<file path="config.mk">
export PLATFORM = sky130hd
export DESIGN_NAME = psum_adder_sched
export DESIGN_NICKNAME = d
export VERILOG_FILES = /design/src/rtl/snn_noc_pkg.sv /design/src/rtl/psum_capture.sv /design/src/rtl/psum_adder_sched.sv
export SDC_FILE = /design/constraint.sdc
export NUM_CORES = 1
export LEC_CHECK = 0
export CAP_MARGIN = 15
export CELL_PAD_IN_SITES_DETAIL_PLACEMENT = 0
export CELL_PAD_IN_SITES_GLOBAL_PLACEMENT = 1
export CORE_ASPECT_RATIO = 0.6
export CORE_MARGIN = 3
export CORE_UTILIZATION = 32
export CTS_CLUSTER_SIZE = 28
export DETAILED_ROUTE_END_ITERATION = 8
export MAX_ROUTING_LAYER = met4
export PLACE_DENSITY = 0.87
export SYNTH_ARGS = -nofsm -noshare
export SYNTH_HDL_FRONTEND = slang
export SYNTH_SLANG_ARGS = --single-unit
export TNS_END_PERCENT = 20
</file>
<file path="constraint.sdc">
create_clock -name clk -period 2 [get_ports clk]
set_input_delay 0.5 -clock clk [delete_from_list [all_inputs] [get_ports clk]]
set_output_delay 0.5 -clock clk [all_outputs]
set_load 0.02 [all_outputs]
</file>
<file path="src/rtl/snn_noc_pkg.sv">
// Shared NoC/scheduler definitions for the SNN partial-sum path: widths, PE
// source addresses, scheduler states and the source-to-slot decoder.
package snn_noc_pkg;

    localparam int PSUM_W   = 8;
    localparam int ADDR_W   = 4;
    localparam int NUM_POS  = 3;
    localparam int NUM_MAPS = 4;
    localparam int POS_W    = 2;
    localparam int MAP_W    = $clog2(NUM_MAPS);

    localparam logic [ADDR_W-1:0] PE1_ADDR = 4'b0100;
    localparam logic [ADDR_W-1:0] PE2_ADDR = 4'b0101;
    localparam logic [ADDR_W-1:0] PE3_ADDR = 4'b0001;

    typedef enum logic [1:0] {
        ST_COLLECT    = 2'd0,
        ST_FETCH_REQ  = 2'd1,
        ST_FETCH_WAIT = 2'd2,
        ST_DISPATCH   = 2'd3
    } sched_state_t;

    typedef struct packed {
        logic       valid;
        logic [1:0] slot;
    } slot_sel_t;

    function automatic slot_sel_t src_to_slot(input logic [ADDR_W-1:0] src);
        slot_sel_t sel;
        case (src)
            PE1_ADDR: begin sel.valid = 1'b1; sel.slot = 2'd0; end
            PE2_ADDR: begin sel.valid = 1'b1; sel.slot = 2'd1; end
            PE3_ADDR: begin sel.valid = 1'b1; sel.slot = 2'd2; end
            default:  begin sel.valid = 1'b0; sel.slot = 2'd0; end
        endcase
        return sel;
    endfunction

endpackage

</file>
<file path="src/rtl/psum_capture.sv">
// Collects one partial sum per PE slot; a slot already filled back-pressures
// further packets from the same PE until the scheduler clears the set.
module psum_capture
    import snn_noc_pkg::*;
(
    input  logic                clk,
    input  logic                reset,
    input  logic                collect_en,
    input  logic                clear,
    input  logic                pkt_valid,
    input  logic [ADDR_W-1:0]   pkt_src,
    input  logic [PSUM_W-1:0]   pkt_data,
    output logic                pkt_ready,
    output logic                known_hs,
    output logic                unknown_hs,
    output logic                complete,
    output logic [3*PSUM_W-1:0] psum
);

    slot_sel_t                   sel_s;
    logic [2:0]                  onehot_s;
    logic [2:0]                  mask_r;
    logic [2:0][PSUM_W-1:0]      psum_r;

    // Decode source, ready/handshake qualification and completion of the set
    always_comb begin
        sel_s      = src_to_slot(pkt_src);
        onehot_s   = 3'b001 << sel_s.slot;
        pkt_ready  = 1'b0;
        if (!collect_en) begin
            pkt_ready = 1'b0;
        end else if (!sel_s.valid) begin
            pkt_ready = 1'b1;
        end else begin
            pkt_ready = !mask_r[sel_s.slot];
        end
        known_hs   = pkt_valid && pkt_ready && sel_s.valid;
        unknown_hs = pkt_valid && pkt_ready && !sel_s.valid;
        if (known_hs) begin
            complete = ((mask_r | onehot_s) == 3'b111);
        end else begin
            complete = (mask_r == 3'b111);
        end
    end

    // Slot mask and partial-sum storage
    always_ff @(posedge clk) begin
        if (reset) begin
            mask_r <= 3'b000;
            psum_r <= '0;
        end else if (clear) begin
            mask_r <= 3'b000;
        end else if (known_hs) begin
            mask_r              <= mask_r | onehot_s;
            psum_r[sel_s.slot]  <= pkt_data;
        end
    end

    assign psum = psum_r;

endmodule

</file>
<file path="src/rtl/psum_adder_sched.sv">
// Scheduler in front of the partial-sum adder: gathers three PE partial sums,
// fetches the stored membrane potential after the first map, issues one add.
module psum_adder_sched
    import snn_noc_pkg::*;
(
    input  logic                clk,
    input  logic                reset,
    input  logic                pkt_valid,
    output logic                pkt_ready,
    input  logic [ADDR_W-1:0]   pkt_src,
    input  logic [PSUM_W-1:0]   pkt_data,
    output logic                mp_req_valid,
    input  logic                mp_req_ready,
    output logic [1:0]          mp_req_pos,
    input  logic                mp_rsp_valid,
    input  logic [PSUM_W-1:0]   mp_rsp_data,
    output logic                add_valid,
    input  logic                add_ready,
    output logic [3*PSUM_W-1:0] add_psum,
    output logic [PSUM_W-1:0]   add_mp,
    output logic                add_first,
    output logic [1:0]          add_pos,
    output logic                frame_done,
    output logic                err_src
);

    sched_state_t        state_r;
    logic [POS_W-1:0]    pos_r;
    logic [MAP_W-1:0]    map_r;
    logic [PSUM_W-1:0]   add_mp_r;
    logic                frame_done_r;
    logic                err_src_r;

    logic                collect_en_s;
    logic                add_hs_s;
    logic                known_hs_s;
    logic                unknown_hs_s;
    logic                complete_s;
    logic                last_pos_s;
    logic                last_map_s;

    assign collect_en_s = (state_r == ST_COLLECT);
    assign add_hs_s     = (state_r == ST_DISPATCH) && add_ready;
    assign last_pos_s   = (pos_r == POS_W'(NUM_POS - 1));
    assign last_map_s   = (map_r == MAP_W'(NUM_MAPS - 1));

    psum_capture u_capture (
        .clk        (clk),
        .reset      (reset),
        .collect_en (collect_en_s),
        .clear      (add_hs_s),
        .pkt_valid  (pkt_valid),
        .pkt_src    (pkt_src),
        .pkt_data   (pkt_data),
        .pkt_ready  (pkt_ready),
        .known_hs   (known_hs_s),
        .unknown_hs (unknown_hs_s),
        .complete   (complete_s),
        .psum       (add_psum)
    );

    // Scheduler FSM, position/map tracking and pulse outputs
    always_ff @(posedge clk) begin
        if (reset) begin
            state_r      <= ST_COLLECT;
            pos_r        <= '0;
            map_r        <= '0;
            add_mp_r     <= '0;
            frame_done_r <= 1'b0;
            err_src_r    <= 1'b0;
        end else begin
            frame_done_r <= 1'b0;
            err_src_r    <= unknown_hs_s;
            case (state_r)
                ST_COLLECT: begin
                    if (complete_s) begin
                        if (map_r != '0) begin
                            state_r <= ST_FETCH_REQ;
                        end else begin
                            state_r  <= ST_DISPATCH;
                            add_mp_r <= '0;
                        end
                    end
                end
                ST_FETCH_REQ: begin
                    if (mp_req_ready) begin
                        state_r <= ST_FETCH_WAIT;
                    end
                end
                ST_FETCH_WAIT: begin
                    if (mp_rsp_valid) begin
                        add_mp_r <= mp_rsp_data;
                        state_r  <= ST_DISPATCH;
                    end
                end
                ST_DISPATCH: begin
                    if (add_ready) begin
                        state_r <= ST_COLLECT;
                        if (last_pos_s) begin
                            pos_r        <= '0;
                            map_r        <= last_map_s ? '0 : map_r + MAP_W'(1);
                            frame_done_r <= last_map_s;
                        end else begin
                            pos_r <= pos_r + POS_W'(1);
                        end
                    end
                end
                default: state_r <= ST_COLLECT;
            endcase
        end
    end

    assign mp_req_valid = (state_r == ST_FETCH_REQ);
    assign mp_req_pos   = pos_r;
    assign add_valid    = (state_r == ST_DISPATCH);
    assign add_mp       = add_mp_r;
    assign add_first    = (map_r == '0);
    assign add_pos      = pos_r;
    assign frame_done   = frame_done_r;
    assign err_src      = err_src_r;

endmodule

</file>
==> results.md <==
* Status: finished, final reports clean
* Kind of capture point of the worst setup path: flip-flop
* Unrepaired setup endpoints after global routing: true
* Maximum number of pins on one net before global-route repair at 27
* Max capacitance violation total at 0
* PortBufs at 67
* Chip Height at 65.5 um
* Startpoint of the worst register-to-register path: state_r[0]
* Vias in the first global route at ~1700
* Detailed route wirelength on metal3 at between 300 and 400 um
* Via count at about 1800
* Floorplan core area at 5360 sq um
* Final count of pins violating max slew at 0
* Critical-path cell with the highest stage delay: clkdlybuf4s50_1
* Worst slew margin relative to its limit at 0.763
* Power Total at about 1600 uW
* Total buffers and inverters traversed by the critical path at 2
* Register clock-pin slew on the reported worst setup and hold paths at around 80 ps
* Post-Syn Area per Cell at a little over 9 sq um
* Initial antenna violation count at 0
* Wire length on met2 at 2080 um
* Count of nets left with antenna violations after detail routing at 0
* Total routed wire length on the met1 layer at 2620 um
* Final Cycle Share at 0.994
* Crit-path cells: clkdlybuf4s50_1 > nor2_4 > a311oi_4 > buf_4 > or3_1 > o311a_1
* Fin util at 0.543
* Static Leakage at roughly 0.0012 uW
* Footprint of the multi-input gates at between 900 and 1000 sq um
* CTS tree: built
* Crit path required time at 2180 ps
* Layout Skew at just under 3 ps
* Routed WL per cell at 13.8 um
* Clk buf depth at 2
* First DRT Iteration DRCs at 44
* Cts bufs inserted at 5
* Most area-consuming cells after synthesis: dfxtp_1 (46%), mux2i_1 (13%), nor2_1 (6.0%)
* Actual slew at the worst max-slew pin at between 300 and 400 ps
* Number of nets in the layout at approximately 320
* Post-CTS Setup Inserts at 0
* Post-synth top area share at 0.457
* Endpoints failing hold at 0
* Setup Viol. Count Final at 0
* H-tree lvl count at 2
* Share of layout cells above drive strength 1 at 0.141
* Die Footprint at ~7000 sq um
* Achievable frequency at approximately 0.5 GHz
* Final worst path period need at roughly 2000 ps
* Highest routed metal layer: met4
* Delay of the slowest critical-path stage at 440 ps
* Maximum VDD drop at 0.265 mV
* Clock root buffer: clkbuf_8
* Total half-perimeter wirelength after legalization and detailed placement at 3890 um
* Die span in x at ~110 um
* Pwr dens at 559 nW/um^2
* Arr. time, crit path at approximately 2200 ps
* Number of iterations in the first detailed-routing pass at 4
* Hold WC Path Type: flip-flop to flip-flop
* Filler instances at roughly 500
* Total of warnings raised by yosys at 0
* Vias per inst at 4.83
* Startpoint of the tightest hold check path: add_mp[1]
* Number of sinks driven by the clock tree at 43
* CP delay by family, top: buffers and inverters
* GRT Residual Overflow at 0
* Synth Flop Type: dfxtp_1
* WL final at between 5000 and 6000 um
* Crit start category: primary input
* Starting density of the core at 0.352
* Net count after synthesis at roughly 240
* Number of flops mapped to enable cells by yosys at 0
* Share of synthesized registers carrying an async set or reset at 0
* Flip-flop and latch count after synthesis at between 40 and 50
* Number of top-level pins at between 60 and 70
* Area growth from synthesis to final layout at 54.3%
* Distinct cell type count of the synthesized netlist at 35
* First-pass GRT wire length at roughly 8300 um
* Critical path type: primary input to flip-flop
* DR DRC count at 0
* Placer Congestion at approximately 0.9
* Highest net fanout along the worst path at 5
* Cell taking the most area after synthesis: dfxtp_1
* Latest clock arrival within the worst-skew pair at roughly 290 ps
* Total routing usage reported by global routing at 0.157
* Total standard cell area after synthesis at about 1900 sq um
* Fraction of the yosys area taken by sequential cells at 0.457
* Launch point of the worst path: pkt_src[1]
* Antenna Diode Count at 0
* Gate Count Post-Synth at ~200
* # hold bufs at CTS at 0
* Number of core rows at 20
* Area of all sequential standard cells at roughly 860 sq um
==> what timing repair did <==
item	CTS	global route
pin swaps	0	1
endpoints found under the hold margin	0	0
resized for setup	10	4
gates cloned	0	0
endpoints found under the setup margin	14	6
==> final cells by class <==
cell class / instances / area share
tap: 77 / 0.0331
timing repair buffer: 93 / 0.305
clock inverter: 1 / 0.00258
inverter: 9 / 0.0116
clock buffer: 7 / 0.0331
multi-input combinational: 138 / 0.319
sequential: 43 / 0.296
==> state kept, by name (all words and copies together) (netlist names) <==
register          flops
state_r               2
add_mp                8
map_r                 2
err_src               1
u_capture.psum       24
add_pos               2
u_capture.mask_r      3
frame_done            1
==> power by group <==
group | leakage [uW] | switching [uW] | internal (uW) | total (uW)
sequential | 0.000347 | 4.90 | 864 | 869
clock | 0.0000505 | 288 | 314 | 602
combinational | 0.000804 | 69.9 | 86.2 | 156
total | 0.00120 | 363 | 1260 | 1630
==> path summary, 6_finish.rpt <==
| path | slack, ps | to | cells after the start |
|---|---|---|---|
| min reg2reg | 480 | add_mp[1] | 2 |
| max | 10 | state_r[1] | 6 |
| min | 480 | add_mp[1] | 2 |
| max reg2reg | 130 | u_capture.psum[16] | 9 |
==> kinds of logic (layout without fill, tap and decap cells) <==
family	count (synthesis)	in the layout	share of synthesized area
AO/OA/AOI/OAI	34	34	0.113
adder cells (fa/ha/maj)	6	6	0.0398
buffers and inverters	23	110	0.0537
flip-flops	43	43	0.457
multiplexers	25	25	0.133
AND/OR/NAND/NOR	73	73	0.204
==> per-layer routing <==
layer / vias up / GRT usage
met5: - / -
met4: 0 / 0.0491
met3: 5 / 0.0432
met2: 56 / 0.224
met1: 829 / 0.216
li1: 886 / -
==> worst register-to-register path, stage by stage, from the launching register on <==
cell and delay (ps):
dfxtp_1 320, inv_1 90, ha_1 170, buf_4 150
and3_1 220, and3b_1 200, and3_1 210, buf_12 150
mux2i_1 210, nor2_1 50
==> per-stage QoR <==
| step | instance area (sq um) | hold WS [ps] | TNS (ps) | cells | setup WS (ps) |
|---|---|---|---|---|---|
| 2_1_floorplan | 1890 | 453 | 0 | 204 | 178 |
| 5_1_grt | 2910 | 505 | -6.47 | 368 | -6.47 |
| 3_5_place_dp | 2810 | 471 | -9200 | 360 | -560 |
| 6_report | 2910 | 482 | 0 | 368 | 11.2 |
| 3_3_place_gp | 2810 | 463 | -8330 | 360 | -528 |
| 4_1_cts | 2900 | 483 | 0 | 368 | 34.7 |
==> placed cells by master, fill, tap and decap left out, types with 2 or more instances in the layout <==
| cell type | count |
|---|---|
| a21oi_1 | 13 |
| and2_1 | 3 |
| and3_1 | 3 |
| buf_12 | 2 |
| buf_4 | 24 |
| clkbuf_8 | 7 |
| clkdlybuf4s50_1 | 60 |
| dfxtp_1 | 43 |
| dlygate4sd2_1 | 5 |
| ha_1 | 6 |
| inv_1 | 9 |
| mux2i_1 | 24 |
| nand2_1 | 10 |
| nand4_1 | 10 |
| nor2_1 | 30 |
| nor2b_1 | 2 |
| nor3_1 | 3 |
| o21ai_0 | 4 |
| o21ai_1 | 9 |
| o311a_1 | 2 |
| or3_1 | 3 |
==> synthesized netlist by cell type, drive strengths merged, types with 2 or more instances <==
cell / count
dfxtp: 43
nor2: 31
mux2i: 24
a21oi: 13
o21ai: 13
nand2: 10
nand4: 10
inv: 9
clkbuf: 8
buf: 6
ha: 6
and2: 3
and3: 3
nor3: 3
or3: 3
nor2b: 2
o311a: 2
Power figures use the tool's default switching activity.
